$ cat src/rtl/branch_resolver_pkg.sv
// Shared definitions for the branch resolver.
//   br_cond_e      : condition codes driven on cond_sel by the decoder.
//   BHT_INIT       : reset value of every branch-history counter (weakly not-taken).
//   is_conditional : codes that train the BHT.
//   sat_update     : saturating 2-bit counter step.
package branch_resolver_pkg;

  typedef enum logic [2:0] {
    BR_NONE = 3'd0,
    BR_JUMP = 3'd1,
    BR_BEZ  = 3'd2,
    BR_BNE  = 3'd3,
    BR_BEQ  = 3'd4,
    BR_BLTZ = 3'd5,
    BR_BGEZ = 3'd6,
    BR_RSVD = 3'd7
  } br_cond_e;

  localparam logic [1:0] BHT_INIT = 2'b01;

  // Only true conditional branches train the predictor; jumps and no-ops do not.
  function automatic logic is_conditional(input br_cond_e c);
    return (c >= BR_BEZ) && (c <= BR_BGEZ);
  endfunction

  function automatic logic [1:0] sat_update(input logic [1:0] ctr, input logic taken);
    logic [1:0] res;
    res = ctr;
    if (taken && (ctr != 2'b11)) begin
      res = ctr + 2'b01;
    end else if (!taken && (ctr != 2'b00)) begin
      res = ctr - 2'b01;
    end
    return res;
  endfunction

endpackage

$ cat src/rtl/branch_resolver_bht_2bit.sv
// Branch history table of 2-bit saturating counters.
// Ports:
//   clk, rst  : clock and synchronous active-high reset (all entries -> BHT_INIT)
//   rd_idx    : asynchronous read index (IF-stage lookup)
//   rd_ctr    : counter value at rd_idx; reflects state before any same-cycle write
//   wr_en     : apply a training update at the next rising edge
//   wr_idx    : entry to train
//   wr_taken  : resolved direction (+1 when taken, -1 when not, saturating)
module branch_resolver_bht_2bit
  import branch_resolver_pkg::*;
#(
  parameter int unsigned DEPTH = 16,
  parameter int unsigned IDX_W = $clog2(DEPTH)
) (
  input  logic             clk,
  input  logic             rst,
  input  logic [IDX_W-1:0] rd_idx,
  output logic [1:0]       rd_ctr,
  input  logic             wr_en,
  input  logic [IDX_W-1:0] wr_idx,
  input  logic             wr_taken
);

  logic [1:0] ctr_q [DEPTH];

  // No write-to-read bypass: a same-cycle lookup sees the old counter.
  assign rd_ctr = ctr_q[rd_idx];

  always_ff @(posedge clk) begin
    if (rst) begin
      for (int i = 0; i < int'(DEPTH); i++) begin
        ctr_q[i] <= BHT_INIT;
      end
    end else if (wr_en) begin
      ctr_q[wr_idx] <= sat_update(ctr_q[wr_idx], wr_taken);
    end
  end

endmodule

$ cat src/rtl/branch_resolver.sv
// EXE-stage branch resolver with 2-bit BHT prediction and mispredict recovery.
// Resolves the condition for the instruction in EXE, registers the outcome one cycle
// later, trains the BHT on conditional branches and raises a FLUSH_CYCLES-long flush
// to IF/ID on a mispredict. Instructions presented while flush is high are wrong-path
// and are ignored entirely.
// Ports:
//   clk, rst     : clock, synchronous active-high reset
//   fetch_pc     : IF-stage PC; pred_taken is the MSB of its BHT entry (combinational)
//   valid_in     : EXE holds a control-flow instruction
//   cond_sel     : condition code (br_cond_e)
//   reg1, reg2   : forwarded operands
//   pc_in        : PC of the resolving instruction
//   target_in    : branch/jump target
//   pred_in      : prediction made for this instruction at fetch
//   br_taken     : registered resolved direction
//   mispredict   : registered one-cycle mispredict pulse
//   redirect_pc  : registered correct next PC
//   flush        : registered flush for IF/ID
// Optional (macro BRANCH_STATS_EN): stat_branches, stat_mispredicts saturating counters.
module branch_resolver
  import branch_resolver_pkg::*;
#(
  parameter int unsigned WIDTH        = 32,
  parameter int unsigned BHT_DEPTH    = 16,
  parameter int unsigned FLUSH_CYCLES = 1
) (
  input  logic             clk,
  input  logic             rst,
  input  logic [WIDTH-1:0] fetch_pc,
  output logic             pred_taken,
  input  logic             valid_in,
  input  logic [2:0]       cond_sel,
  input  logic [WIDTH-1:0] reg1,
  input  logic [WIDTH-1:0] reg2,
  input  logic [WIDTH-1:0] pc_in,
  input  logic [WIDTH-1:0] target_in,
  input  logic             pred_in,
  output logic             br_taken,
  output logic             mispredict,
  output logic [WIDTH-1:0] redirect_pc,
  output logic             flush
`ifdef BRANCH_STATS_EN
  ,
  output logic [31:0]      stat_branches,
  output logic [31:0]      stat_mispredicts
`endif
);

  localparam int unsigned IDX_W = $clog2(BHT_DEPTH);
  localparam int unsigned CNT_W = $clog2(FLUSH_CYCLES + 1);
  localparam logic [CNT_W-1:0] FLUSH_LOAD = CNT_W'(FLUSH_CYCLES);

  br_cond_e         cond;
  logic             taken;
  logic             accept;
  logic             wr_bht;
  logic [IDX_W-1:0] fetch_idx;
  logic [IDX_W-1:0] res_idx;
  logic [1:0]       fetch_ctr;

  logic             br_taken_q,    br_taken_d;
  logic             mispredict_q,  mispredict_d;
  logic [WIDTH-1:0] redirect_q,    redirect_d;
  logic [CNT_W-1:0] flush_cnt_q,   flush_cnt_d;

  // Only the index bits of the PCs feed the BHT; the rest are intentionally dropped.
  logic unused_pc_bits;
  assign unused_pc_bits = ^{fetch_pc, pc_in};

  assign cond      = br_cond_e'(cond_sel);
  assign fetch_idx = fetch_pc[IDX_W+1:2];
  assign res_idx   = pc_in[IDX_W+1:2];
  assign flush     = (flush_cnt_q != '0);
  // Wrong-path instructions arrive while flush is high and must have no effect.
  assign accept    = valid_in && !flush;
  assign wr_bht    = accept && is_conditional(cond);

  always_comb begin
    taken = 1'b0;
    case (cond)
      BR_JUMP: taken = 1'b1;
      BR_BEZ:  taken = (reg1 == '0);
      BR_BNE:  taken = (reg1 != reg2);
      BR_BEQ:  taken = (reg1 == reg2);
      BR_BLTZ: taken = reg1[WIDTH-1];
      BR_BGEZ: taken = !reg1[WIDTH-1];
      default: taken = 1'b0;
    endcase
  end

  always_comb begin
    br_taken_d   = br_taken_q;
    redirect_d   = redirect_q;
    mispredict_d = 1'b0;
    flush_cnt_d  = flush_cnt_q;
    if (accept) begin
      br_taken_d   = taken;
      redirect_d   = taken ? target_in : (pc_in + WIDTH'(4));
      mispredict_d = (taken != pred_in);
    end
    if (mispredict_d) begin
      flush_cnt_d = FLUSH_LOAD;
    end else if (flush_cnt_q != '0) begin
      flush_cnt_d = flush_cnt_q - CNT_W'(1);
    end
  end

  always_ff @(posedge clk) begin
    if (rst) begin
      br_taken_q   <= 1'b0;
      mispredict_q <= 1'b0;
      redirect_q   <= '0;
      flush_cnt_q  <= '0;
    end else begin
      br_taken_q   <= br_taken_d;
      mispredict_q <= mispredict_d;
      redirect_q   <= redirect_d;
      flush_cnt_q  <= flush_cnt_d;
    end
  end

  assign br_taken    = br_taken_q;
  assign mispredict  = mispredict_q;
  assign redirect_pc = redirect_q;

  branch_resolver_bht_2bit #(
    .DEPTH (BHT_DEPTH),
    .IDX_W (IDX_W)
  ) u_bht (
    .clk      (clk),
    .rst      (rst),
    .rd_idx   (fetch_idx),
    .rd_ctr   (fetch_ctr),
    .wr_en    (wr_bht),
    .wr_idx   (res_idx),
    .wr_taken (taken)
  );

  assign pred_taken = fetch_ctr[1];

`ifdef BRANCH_STATS_EN
  logic [31:0] stat_br_q;
  logic [31:0] stat_mp_q;

  always_ff @(posedge clk) begin
    if (rst) begin
      stat_br_q <= '0;
      stat_mp_q <= '0;
    end else begin
      if (accept && (cond != BR_NONE) && (stat_br_q != '1)) begin
        stat_br_q <= stat_br_q + 32'd1;
      end
      if (mispredict_d && (stat_mp_q != '1)) begin
        stat_mp_q <= stat_mp_q + 32'd1;
      end
    end
  end

  assign stat_branches    = stat_br_q;
  assign stat_mispredicts = stat_mp_q;
`endif

endmodule
$ cat config.mk
export PLATFORM = sky130hd
export DESIGN_NAME = branch_resolver
export DESIGN_NICKNAME = d
export VERILOG_FILES = /design/src/rtl/branch_resolver_pkg.sv /design/src/rtl/branch_resolver_bht_2bit.sv /design/src/rtl/branch_resolver.sv
export SDC_FILE = /design/constraint.sdc
export NUM_CORES = 1
export LEC_CHECK = 0
export BUFFER_PORTS_ARGS = -buffer_cell sky130_fd_sc_hd__clkbuf_2
export CORE_ASPECT_RATIO = 2
export CORE_MARGIN = 5
export CORE_UTILIZATION = 44
export CTS_CLUSTER_SIZE = 10
export DETAILED_ROUTE_END_ITERATION = 16
export PLACE_DENSITY = 0.8
export RECOVER_POWER = 50
export SETUP_SLACK_MARGIN = 0.15
export SYNTH_ARGS = -nofsm -noshare
export SYNTH_HDL_FRONTEND = slang
export SYNTH_HIERARCHICAL = 1
export SYNTH_SLANG_ARGS = --single-unit
$ cat constraint.sdc
create_clock -name clk -period 2.96 [get_ports clk]
set_input_delay 0.296 -clock clk [delete_from_list [all_inputs] [get_ports clk]]
set_output_delay 0.296 -clock clk [all_outputs]
set_load 0.05 [all_outputs]
==> flow_metrics.py <==
metrics = {
    "timing": {
        "hold_viol_final": 0,
        "min_period_ns": 2.73,
        "finalCritPeriodShare_pct": 92.1,
        "rsz0062_at_grt": "no",
        "tightest_slew_ns": 0.627,
        "setup_tns_ns": 0,
        "setup_viol": 0,
        "skew_ns": 0.00864,
        "clock.fmax_mhz": 367,
        "slew_viol_final": 0,
        "maxSlewHeadroom_pct": 57.9,
    },
    "floorplan": {
        "pin_count": 203,
        "fp-row-count": 52,
        "die_y_um": 152,
        "initial_core_util_pct": 44.5,
        "coreArea_sq_um": 10000,
        "die_x_um": 81.2,
        "dieArea_sq_um": 12400,
    },
    "clock_tree": {
        "cts_hold_buf": 0,
        "clock_latency_ns": 0.33,
        "cts_buffer_depth": 2,
        "cts_setup_buffers": 0,
        "clockRootBuffer": "clkbuf_16",
        "path_clk_slew_ns": 0.05,
        "cts_htree_levels": 3,
        "cts_sinks": 66,
        "cts_tree": "yes",
        "post_cts_resized": 0,
        "numCtsBuffers": 9,
    },
    "worst_setup_path": {
        "critPathArrivalTime_ns": 2.80,
        "path_class": "in2reg",
        "required_ns": 3.04,
        "crit_buf_inv": 3,
        "cp-end-kind": "flip-flop",
        "r2r_slack_ns": 0.27,
        "cp-start-kind": "input pin",
        "cp_max_fo": 16,
        "crit_path_max_incr_delay_ns": 0.56,
        "cp_slowest_cell": "nor3_1",
        "rr_worst_depth": 10,
        "worst-path-stages": 12,
        "timing.rr.start": "u_bht/ctr_q[14][1]$_SDFFCE_PN0P_",
        "rr_endpoint": "u_bht/ctr_q[1][1]$_SDFFCE_PN0P_",
        "crit_chain": "clkbuf_1 -> xnor2_1 -> nand4_1 -> nor4_1 -> a21oi_1 -> nor3_1 -> buf_4 -> nor3b_1 -> a21oi_1 -> buf_4 -> nand2_1 -> nor2_1",
        "cp_top_family": "simple AND/OR/NAND/NOR gates",
    },
    "routing": {
        "drc": 0,
        "wl_met2_um": 8040,
        "top_layer": "met4",
        "wirelength_um": 14100,
        "avgViaCountPerCell": 5.43,
        "detailroute.via_count": 4292,
        "drtAntennaViolNets": 0,
        "wl_per_cell_um": 17.9,
        "dr.pass1.iters": 4,
        "dr_wl_met3_um": 838,
        "drt_iter0_drc": 182,
        "met1Wirelength_um": 4670,
    },
    "hold_path": {
        "holdCritPathClass": "in2reg",
        "worstHoldEndpoint": "redirect_pc[29]$_SDFFE_PP0P_",
        "holdPathStages": 3,
        "min_from": "target_in[29]",
    },
    "cells_and_area": {
        "antenna_cells": 0,
        "fin_nets": 820,
        "layout-drive-gt1-share_pct": 32.7,
        "syn_to_final_growth_pct": 30.4,
        "final_cell_area_sq_um": 5810,
    },
    "yosys": {
        "synth_cells": 473,
        "syn_avg_cell_area_sq_um": 9.43,
        "syn_nets": 643,
        "ys_warn_count": 6,
        "syn_area_sq_um": 4460,
    },
    "pwr": {
        "leakage_uw": 0.00228,
        "ir_worst_vdd_mv": 0.281,
        "p_per_area_nw_per_um2": 511,
    },
    "placement": {
        "gp_congestion": 0.979,
        "dp_hpwl_um": 11600,
        "port_buffers": 174,
        "dpl_cell_area_sq_um": 5510,
    },
    "grt": {
        "track_usage_pct": 23.0,
        "antenna_found_initial": 0,
        "grt_max_degree": 34,
        "grt_overflow_total": 0,
        "first_global_vias": 4531,
        "grt_pass1_wl_um": 21800,
    },
    "outcome": {
        "status": "finished, final reports clean",
    },
    "job": {
        "maxCapViolCount": 0,
    },
}
-- layer usage --
metal | vias to the layer above | global-route usage [%]
met3 | 42 | 4.73
met5 | - | 0
li1 | 2052 | -
met2 | 184 | 44.0
met4 | 0 | 12.4
met1 | 2014 | 21.4
-- how the worst max path moves through the flow --
stage,from,end
final,reg2[15],u_bht/ctr_q[0][1]$_SDFFCE_PN0P_
after floorplan,mispredict$_SDFF_PP0_,u_bht/ctr_q[1][0]$_SDFFCE_PN1P_
after global placement,pc_in[2],u_bht/ctr_q[0][0]$_SDFFCE_PN1P_
after global routing,reg2[15],u_bht/ctr_q[2][1]$_SDFFCE_PN0P_
after detailed placement,pc_in[2],u_bht/ctr_q[2][1]$_SDFFCE_PN0P_
after CTS,u_bht/ctr_q[14][1]$_SDFFCE_PN0P_,u_bht/ctr_q[0][0]$_SDFFCE_PN1P_
-- worst min-delay path, delay by kind of cell --
kind            cells  cell delay (ns)
simple gates        1             0.06
buf+inv             1             0.07
compound gates      1             0.08
-- state kept, by name (all words and copies together), names as in the netlist --
name         count
redirect_pc     32
u_bht/ctr_q     32
br_taken         1
mispredict       1
-- per-stage QoR --
step	setup WS, ns	cells	total power [uW]	hold slack [ns]	utilization (%)
3_5_place_dp	0.0768	774	1760	0.442	55.0
4_1_cts	0.261	790	3010	0.208	58.5
2_1_floorplan	0.216	473	1500	0.444	-
3_3_place_gp	0.141	774	1740	0.435	55.0
5_1_grt	0.0892	790	3080	0.229	58.0
6_report	0.232	790	2970	0.228	58.0
-- area by class of cell --
class | instances | area, sq um
multi-input combinational | 375 | 2640
fill | 946 | 4210
sequential | 66 | 1640
clock buffer | 9 | 225
clock inverter | 7 | 125
tap | 135 | 169
timing repair buffer | 194 | 1000
inverter | 4 | 15.0
-- placed cells by master (no fill, tap or decap), types with 8 or more instances in the layout --
master,count
buf_4,18
nor4_1,12
xnor2_1,51
nor2_1,47
nand4_1,11
nand3_1,21
edfxtp_1,32
clkbuf_1,37
o21ai_0,18
mux2i_1,24
dfxtp_1,34
or2_2,17
clkbuf_16,9
o311ai_0,8
clkbuf_2,137
nand2_1,72
nor3_1,10
xor2_1,10
-- power breakdown --
| group | internal (uW) | switching [uW] |
|---|---|---|
| sequential | 1010 | 28.6 |
| combinational | 263 | 437 |
| clock | 829 | 404 |
| total | 2100 | 870 |
No activity file was read; power rests on OpenSTA's default activity.
